File: config.mk
export PLATFORM = sky130hd
export DESIGN_NAME = pipeline_f
export DESIGN_NICKNAME = d
export VERILOG_FILES = /design/src/rtl/fetch_pkg.sv /design/src/rtl/fetch_fifo.sv /design/src/rtl/pipeline_f.sv
export SDC_FILE = /design/constraint.sdc
export NUM_CORES = 1
export LEC_CHECK = 0
export BUFFER_PORTS_ARGS = -buffer_cell sky130_fd_sc_hd__buf_2
export CORE_UTILIZATION = 55
export CTS_CLUSTER_SIZE = 10
export DETAILED_ROUTE_END_ITERATION = 8
export PLACE_DENSITY_LB_ADDON = 0.2
export REMOVE_ABC_BUFFERS = 1
export SYNTH_ARGS = -nofsm -noshare
export SYNTH_HDL_FRONTEND = slang
export SYNTH_SLANG_ARGS = --single-unit
File: constraint.sdc
create_clock -name clk -period 2.9 [get_ports clk]
set_clock_uncertainty 0.15 [all_clocks]
set_input_delay 0.58 -clock clk [delete_from_list [all_inputs] [get_ports clk]]
set_output_delay 0.58 -clock clk [all_outputs]
set_load 0.05 [all_outputs]
File: src/rtl/fetch_pkg.sv
// Shared types and constants for the instruction-fetch stage.
// Output word layout is {pc[17:2], inst[31:0]}.
package fetch_pkg;

    localparam int unsigned INST_W   = 32;
    localparam int unsigned F_INST_W = 48;
    localparam int unsigned F_PC_HI  = 47;
    localparam int unsigned F_PC_LO  = 32;

    typedef struct packed {
        logic [31:0]       pc;
        logic              mode;
        logic [INST_W-1:0] inst;
    } fetch_entry_t;

    typedef struct packed {
        logic [31:0] pc;
        logic        mode;
    } fetch_tag_t;

    typedef enum logic [0:0] {
        StBoot,
        StRun
    } fetch_state_e;

endpackage

File: src/rtl/fetch_fifo.sv
// Two-entry shift FIFO with flush; slot0 is always the head.
// The head register keeps its contents when the FIFO drains or is flushed.
module fetch_fifo #(
    parameter type T = logic
) (
    input  logic       clk,
    input  logic       reset,
    input  logic       push_i,
    input  T           data_i,
    input  logic       pop_i,
    input  logic       flush_i,
    output logic [1:0] count_o,
    output T           head_o
);
    T           slot0_q, slot0_d;
    T           slot1_q, slot1_d;
    logic [1:0] count_q, count_d;
    logic       do_push, do_pop;

    always_comb begin
        do_pop  = pop_i && (count_q != 2'd0);
        do_push = push_i && ((count_q != 2'd2) || do_pop);
        slot0_d = slot0_q;
        slot1_d = slot1_q;
        count_d = count_q;
        if (flush_i) begin
            count_d = 2'd0;
        end else begin
            case ({do_push, do_pop})
                2'b10: begin
                    if (count_q == 2'd0) slot0_d = data_i;
                    else                 slot1_d = data_i;
                    count_d = count_q + 2'd1;
                end
                2'b01: begin
                    if (count_q == 2'd2) slot0_d = slot1_q;
                    count_d = count_q - 2'd1;
                end
                2'b11: begin
                    if (count_q == 2'd1) begin
                        slot0_d = data_i;
                    end else begin
                        slot0_d = slot1_q;
                        slot1_d = data_i;
                    end
                end
                default: ;
            endcase
        end
    end

    always_ff @(posedge clk) begin
        if (reset) begin
            slot0_q <= '0;
            slot1_q <= '0;
            count_q <= 2'd0;
        end else begin
            slot0_q <= slot0_d;
            slot1_q <= slot1_d;
            count_q <= count_d;
        end
    end

    assign count_o = count_q;
    assign head_o  = slot0_q;

endmodule

File: src/rtl/pipeline_f.sv
// MIPS instruction-fetch stage: issues word fetches on a valid/grant channel, buffers up
// to two returned words for the T stage and discards wrong-path responses after a redirect.
module pipeline_f
    import fetch_pkg::*;
#(
    parameter logic [31:0] RESET_PC   = 32'hBFC0_0000,
    parameter logic        RESET_MODE = 1'b1
) (
    input  logic                clk,
    input  logic                reset,
    output logic                imem_req,
    output logic [31:0]         imem_addr,
    input  logic                imem_gnt,
    input  logic                imem_rvalid,
    input  logic [INST_W-1:0]   imem_rdata,
    input  logic                t_stall,
    input  logic                redirect,
    input  logic [31:0]         redirect_pc,
    input  logic                redirect_mode,
    output logic [F_INST_W-1:0] f_inst,
    output logic                f_mode,
    output logic                f_bubble
);
    fetch_state_e state_q, state_d;
    logic [31:0]  pc_q, pc_d;
    logic         mode_q, mode_d;
    logic [1:0]   drop_q, drop_d;
    logic [1:0]   tag_count, out_count;
    logic [2:0]   credits_used;
    fetch_tag_t   tag_head;
    fetch_entry_t out_head, out_entry;
    logic         grant, rsp_ok, rsp_keep, head_valid, pop;
    logic         unused_ok;

    // The tag queue occupancy is the count of granted-but-unanswered requests.
    assign head_valid   = (out_count != 2'd0);
    assign pop          = head_valid && !t_stall && !redirect;
    assign grant        = imem_req && imem_gnt;
    assign rsp_ok       = imem_rvalid && (tag_count != 2'd0);
    assign rsp_keep     = rsp_ok && (drop_q == 2'd0) && !redirect;
    assign credits_used = {1'b0, tag_count} + {1'b0, out_count};
    assign out_entry    = {tag_head.pc, tag_head.mode, imem_rdata};

    always_ff @(posedge clk) begin
        if (reset) state_q <= StBoot;
        else       state_q <= state_d;
    end

    always_comb begin
        state_d = state_q;
        case (state_q)
            StBoot:  state_d = StRun;
            StRun:   state_d = StRun;
            default: state_d = StBoot;
        endcase
    end

    always_comb begin
        imem_req = 1'b0;
        if ((state_q == StRun) && !redirect) begin
            imem_req = (credits_used < 3'd2) || pop;
        end
    end

    always_comb begin
        pc_d   = pc_q;
        mode_d = mode_q;
        drop_d = drop_q;
        if (redirect) begin
            pc_d   = {redirect_pc[31:2], 2'b00};
            mode_d = redirect_mode;
            // A response landing this cycle is already accounted as discarded.
            drop_d = tag_count - {1'b0, rsp_ok};
        end else begin
            if (grant) pc_d = pc_q + 32'd4;
            if (rsp_ok && (drop_q != 2'd0)) drop_d = drop_q - 2'd1;
        end
    end

    always_ff @(posedge clk) begin
        if (reset) begin
            pc_q   <= RESET_PC;
            mode_q <= RESET_MODE;
            drop_q <= 2'd0;
        end else begin
            pc_q   <= pc_d;
            mode_q <= mode_d;
            drop_q <= drop_d;
        end
    end

    fetch_fifo #(
        .T(fetch_tag_t)
    ) u_tag_fifo (
        .clk    (clk),
        .reset  (reset),
        .push_i (grant),
        .data_i ({pc_q, mode_q}),
        .pop_i  (rsp_ok),
        .flush_i(1'b0),
        .count_o(tag_count),
        .head_o (tag_head)
    );

    fetch_fifo #(
        .T(fetch_entry_t)
    ) u_out_fifo (
        .clk    (clk),
        .reset  (reset),
        .push_i (rsp_keep),
        .data_i (out_entry),
        .pop_i  (pop),
        .flush_i(redirect),
        .count_o(out_count),
        .head_o (out_head)
    );

    assign imem_addr = pc_q;
    assign f_inst    = {out_head.pc[17:2], out_head.inst};
    assign f_mode    = out_head.mode;
    assign f_bubble  = !head_valid || redirect;

    assign unused_ok = ^{redirect_pc[1:0], out_head.pc[31:18], out_head.pc[1:0]};

endmodule
==> results of run 1 <==
[cell usage in the layout, fill, tap and decap left out, types with 5 or more instances in the layout]
master and count:
a211oi_1 13, a21oi_1 111, a31oi_1 21, buf_12 5, buf_2 147, buf_4 15
bufinv_16 6, clkbuf_16 17, dfxtp_1 170, ha_1 9, inv_1 11, mux2i_1 68
nand2_1 168, nand3_1 12, nand4_1 10, nor2_1 48, nor3_1 12, nor4_1 9
o211ai_1 5, o21ai_0 25, o21ai_1 44, or3_1 5, xnor2_1 5, xor2_1 16
[final timing paths]
kind / start / to / cells past startpoint
hold / removal: redirect_pc[24] / imem_addr[24]$_SDFFE_PP1P_ / 3
hold reg to reg: u_out_fifo.slot1_q[27]$_SDFFE_PP0P_ / u_out_fifo.slot1_q[27]$_SDFFE_PP0P_ / 2
setup reg to reg: u_tag_fifo.count_o[1]$_SDFFE_PP0P_ / imem_addr[22]$_SDFFE_PP1P_ / 8
setup / recovery: u_tag_fifo.count_o[1]$_SDFFE_PP0P_ / imem_req / 5
[worst register-to-register path, stage by stage (launching register included)]
cell	delay [ns]
dfxtp_1	0.40
inv_1	0.13
fa_1	0.60
a2bb2oi_4	0.08
buf_4	0.18
nor4_1	0.29
nand4b_1	0.15
or4b_1	0.48
o311a_1	0.12
[metal layers]
layer | vias up | part of all wire, % | GRT usage (%) | wire length, um
met1 | 3020 | 46 | 34.25 | 8236
met5 | - | 0 | 0 | 0
met4 | 0 | 1.5 | 8.149 | 272
met2 | 208 | 46 | 43.20 | 8322
met3 | 24 | 6.1 | 5.309 | 1095
li1 | 3320 | - | - | -
[timing repair]
item / CTS / global route
pin swaps: 1 / 0
setup buffers: 1 / 0
setup endpoints to repair: 1 / 8
resized for setup: 1 / 2
[area by class of cell]
| class | instances | share of cell area, % |
|---|---|---|
| clock buffer | 21 | 5.294 |
| sequential | 170 | 37.50 |
| tap | 176 | 2.427 |
| multi-input combinational | 633 | 41.35 |
| clock inverter | 11 | 2.358 |
| timing repair buffer | 168 | 10.53 |
| inverter | 13 | 0.5377 |
[cells by family after synthesis]
kind of cell / share of synthesized area, %
xor gates and xnor gates: 2.461
other: 0.05018
adders and majority gates: 1.775
AOI/OAI and AO/OA: 17.98
buffers and inverters: 4.788
DFF: 45.54
and+or+nand+nor: 17.70
muxes: 9.710
[power groups by stage]
stage | Clock (mW) | Sequential (mW) | Combinational, mW
after global routing | 2.74 | 2.87 | 2.11
after detailed placement | 0 | 2.87 | 1.92
final | 2.61 | 2.83 | 1.95
after CTS | 2.65 | 2.82 | 1.95
after global placement | 0 | 2.87 | 1.90
after floorplan | 0 | 3.40 | 0.865
[registers in the layout (all words and copies together) (netlist names)]
signal              flops
u_out_fifo.head_o      49
u_out_fifo.slot1_q     49
imem_addr              30
u_tag_fifo.head_o      17
u_tag_fifo.slot1_q     17
drop_q                  2
u_out_fifo.count_o      2
u_tag_fifo.count_o      2
mode_q                  1
state_q                 1
[stage by stage]
stage	util, %	total power, mW
final	68.53	7.393
after CTS	68.50	7.425
after global placement	63.11	4.764
after detailed placement	63.11	4.789
after floorplan	-	4.262
after global routing	68.53	7.718
==> flow_metrics.tcl, run 1 <==
set metrics [dict create \
    fin_tns_setup_ns 0 \
    ys_async_sr_fraction_pct 0 \
    clk_path_buf_depth 2 \
    critPathTopFamily "adder cells" \
    gr-total-overflow 0 \
    maxCapViolations 0 \
    drive_gt1_share_pct 21.85 \
    vias_per_cell 5.513 \
    yosysMostFrequentCell "dfxtp_1" \
    combPwrFrac_pct 26.4 \
    cts_max_level 4 \
    grt_first_pass_wirelength_um 30000 \
    start_util_pct 56.43 \
    p_sw_mw 2.465 \
    clockPowerShare_pct 35.3 \
    fmax_mhz 351.1 \
    synth_cell_types 59 \
    dieArea_sq_mm 0.01406 \
    cts_made_buffers 17 \
    dp_hpwl_um 11180 \
    coreArea_sq_mm 0.01324 \
    drt_wl_total_um 17930 \
    hold_ws_ns 0.2357 \
    crit_chain "inv_1 -> fa_1 -> a2bb2oi_4 -> nor3b_1 -> clkbuf_4" \
    worst_pin_slew_ns 0.5390 \
    vias 6572 \
    swShare_pct 33.34 \
    crit_buf_inv 2 \
    finalWorstSetupSlack_ns 0.05220 \
    die_y_um 118.6 \
    fp.dieW_um 118.6 \
    leakagePower_nw 3.489 \
    status "complete, no violations" \
    ys.flop_type "dfxtp_1" \
    placed_area_sq_mm 0.008358 \
    relSlewSlack_pct 64.07 \
    criticalPathCategory "reg2out" \
    num-fill-cells 1109 \
    drv_slew 0 \
    start_kind "register" \
    reg2reg_setup_slack_ns 0.20 \
    synthTopCellsByCount "dfxtp_1, nand2_1, a21oi_1, mux2i_1, nor2_1" \
    dp_slack_ns 0.2021 \
    finalHoldViolations 0 \
    ys.warnings.count 0 \
    dp_cells 1159 \
    seqPwrFrac_pct 38.3 \
    finalSetupViolCount 0 \
    power.density_mw_per_mm2 814.7 \
    synth_top_area_share_pct 45.54 \
    final_nets 1084 \
    multi_input_area_sq_mm 0.003752 \
    peakVddDrop_v 0.0004005 \
    dr.pass1.iters 5 \
    antenna_left 0 \
    io_buffers 149 \
    stdcell_count 1192 \
    rows 42 \
    wl_per_cell_um 15.04 \
    drc 0 \
    areaGrowthSynthToFinish_pct 21.43 \
    p_int_mw 4.928 \
    clk_pin_slew_ns 0.06 \
    io-pin-count 154 \
    antenna_found_initial 0 \
    yosys-top-cells-area "dfxtp_1, mux2i_1, nand2_1, a21oi_1, o21ai_1" \
    synth_top_area_cell "dfxtp_1" \
    cts-root-buf "clkbuf_16" \
    cp.arrival_ns 2.12 \
    seq_area_sq_mm 0.003403 \
    synth-seq-cells 170 \
    grt_use_total_pct 26.16 \
    hp-class "in2reg" \
    fin_area_sq_mm 0.009075 \
    cts_tree "built" \
    yosysSeqAreaShare_pct 45.54 \
    fin_crit_sh_pct 98.20 \
    finalCriticalPeriod_ns 2.848 \
    grt_pass1_vias 6065 \
    synth_cells 882 \
    syn_avg_cell_area_sq_um 8.473 \
    cts_hold_buf 0 \
    grt_max_degree 99 \
    clock_latency_ns 0.42 \
    synth-edff-count 0 \
    worst_path_largest_cell_delay_ns 0.60 \
    synth_area_sq_mm 0.007473 \
    n_antenna_cell 0 \
    cp-end-kind "output port" \
    drt_iter0_drc 503 \
    crit_fanout 5 \
    slowest_stage "fa_1" \
    gp_congestion 0.8319 \
    required_ns 2.17 \
    cts_sinks 170 \
]
Note: power is estimated with default switching activity, not from simulation.
==> inputs of run 2 (changes only) <==
--- a/config.mk
+++ b/config.mk
@@ -9,7 +9,7 @@
 export CORE_UTILIZATION = 55
 export CTS_CLUSTER_SIZE = 10
 export DETAILED_ROUTE_END_ITERATION = 8
-export PLACE_DENSITY_LB_ADDON = 0.2
+export PLACE_DENSITY = 0.8
 export REMOVE_ABC_BUFFERS = 1
 export SYNTH_ARGS = -nofsm -noshare
 export SYNTH_HDL_FRONTEND = slang
==> flow_metrics.tcl, run 2 (synthesized netlist as in run 1, its figures left out) <==
set metrics [dict create \
    status "complete, no violations" \
    maxCapViolations 0 \
    power.density_mw_per_mm2 807.5 \
    io_buffers 149 \
    areaGrowthSynthToFinish_pct 21.11 \
    hold_end "imem_addr[26]$_SDFFE_PP1P_" \
    worst_path_largest_cell_delay_ns 0.59 \
    cp.depth 6 \
    drv_slew 0 \
    critPathTopFamily "adder cells" \
    worst_pin_slew_ns 0.7140 \
    fin_area_sq_mm 0.009051 \
    start_kind "register" \
    gp_congestion 0.8752 \
    drc 0 \
    finalSetupViolCount 0 \
    cts_tree "built" \
    die_y_um 118.6 \
    fp.dieW_um 118.6 \
    wl_per_cell_um 15.35 \
    holdPathStages 3 \
    final_nets 1084 \
    placed_area_sq_mm 0.008353 \
    cts_max_level 4 \
    crit_fanout 10 \
    swShare_pct 34.18 \
    cts_setup_buffers 0 \
    hp-class "in2reg" \
    layout_common_cells "nand2_1, dfxtp_1, buf_2, a21oi_1, mux2i_1" \
    finalHoldViolations 0 \
    clk_path_buf_depth 2 \
    fmax_mhz 351.5 \
    leakagePower_nw 3.476 \
    cp-end-kind "output port" \
    gr-total-overflow 0 \
    finalCriticalPeriod_ns 2.845 \
    p_sw_mw 2.498 \
    antenna_found_initial 0 \
    cts-root-buf "clkbuf_16" \
    combPwrFrac_pct 27.0 \
    rows 42 \
    cts_hold_buf 0 \
    vias_per_cell 5.686 \
    coreArea_sq_mm 0.01324 \
    drive_gt1_share_pct 21.95 \
    dr.pass1.iters 5 \
    dp_slack_ns 0.08925 \
    p_int_mw 4.811 \
    start_util_pct 56.43 \
    slowest_stage "fa_1" \
    cts_made_buffers 17 \
    clock_latency_ns 0.42 \
    peakVddDrop_v 0.0004784 \
    required_ns 2.17 \
    ff2ff_path_depth 8 \
    clk_pin_slew_ns 0.06 \
    cts_sinks 170 \
    antenna_left 0 \
    relSlewSlack_pct 52.23 \
    crit_buf_inv 3 \
    finalWorstSetupSlack_ns 0.05474 \
    io-pin-count 154 \
    dieArea_sq_mm 0.01406 \
    n_antenna_cell 0 \
    cp.arrival_ns 2.12 \
    grt_first_pass_wirelength_um 30190 \
    clockPowerShare_pct 34.1 \
    r2r-end "imem_addr[22]$_SDFFE_PP1P_" \
    fin_tns_setup_ns 0 \
    reg2reg_setup_slack_ns 0.27 \
    reg2reg_from "u_tag_fifo.count_o[1]$_SDFFE_PP0P_" \
    crit_chain "inv_2 -> fa_1 -> a2bb2oi_4 -> buf_4 -> nor3b_4 -> buf_6" \
    grt_use_total_pct 26.41 \
    grt_max_degree 99 \
    seqPwrFrac_pct 38.9 \
    drt_iter0_drc 590 \
    hp-start "redirect_pc[26]" \
    vias 6778 \
    fin_crit_sh_pct 98.11 \
    dp_hpwl_um 11580 \
    criticalPathCategory "reg2out" \
    drt_wl_total_um 18290 \
    utilization_pct 68.35 \
    grt_pass1_vias 6199 \
]
==> run 2: final cells by class <==
class | instances | area, sq um
fillers | 1060 | 4192
multi-input cells | 633 | 3774
flip-flops and latches | 170 | 3408
repair buffers | 168 | 947.2
clock buffers | 22 | 464.2
well taps | 176 | 220.2
clock inverters | 10 | 188.9
inverters | 13 | 48.80
==> run 2: worst reg2reg max path, stage by stage, from the launching register on <==
cell	delay [ns]
dfxtp_4	0.37
inv_2	0.06
fa_1	0.59
a2bb2oi_4	0.09
buf_4	0.19
nor4_1	0.28
nand4b_1	0.17
or4b_1	0.50
o311a_1	0.12
==> run 2: repair_timing <==
item                                    in CTS  in global routing
resized for setup                            5                  6
endpoints found under the setup margin       1                 18
pin swaps                                    0                  1
==> run 2: power by group through the flow <==
stage	combinational (mW)	clock (mW)	sequential [mW]
global placement	1.89	0	2.87
CTS	1.94	2.53	2.84
floorplan	0.865	0	3.40
global route	2.14	2.60	2.88
finish	1.97	2.49	2.84
detailed placement	1.92	0	2.88
==> run 2: how the worst max path moves through the flow <==
stage	startpoint	endpoint	slack, ns
floorplan	u_out_fifo.count_o[1]$_SDFFE_PP0P_	u_out_fifo.head_o[0]$_SDFFE_PP0P_	-2.17
global placement	u_tag_fifo.count_o[1]$_SDFFE_PP0P_	u_tag_fifo.head_o[0]$_SDFFE_PP0P_	0.17
detailed placement	u_tag_fifo.count_o[1]$_SDFFE_PP0P_	u_tag_fifo.head_o[9]$_SDFFE_PP0P_	0.09
CTS	u_tag_fifo.count_o[1]$_SDFFE_PP0P_	imem_req	0.008
global route	u_tag_fifo.count_o[1]$_SDFFE_PP0P_	imem_req	-0.0009
finish	u_tag_fifo.count_o[1]$_SDFFE_PP0P_	imem_req	0.05
==> run 2: routing by layer <==
layer	up-vias	GRT usage, %	routed length [um]
met3	26	5.888	1081
met5	-	0	0
li1	3332	-	-
met2	217	42.58	8530
met4	0	8.782	250
met1	3203	34.87	8430
==> run 2: metrics by stage <==
stage                     power, mW  cells  hold WS [ns]
final                         7.309   1192        0.2384
after global routing          7.618   1192        0.2537
after CTS                     7.304   1192        0.2277
after detailed placement      4.805   1160        0.2961
after global placement        4.759   1160        0.2909
after floorplan               4.262    816        0.2800
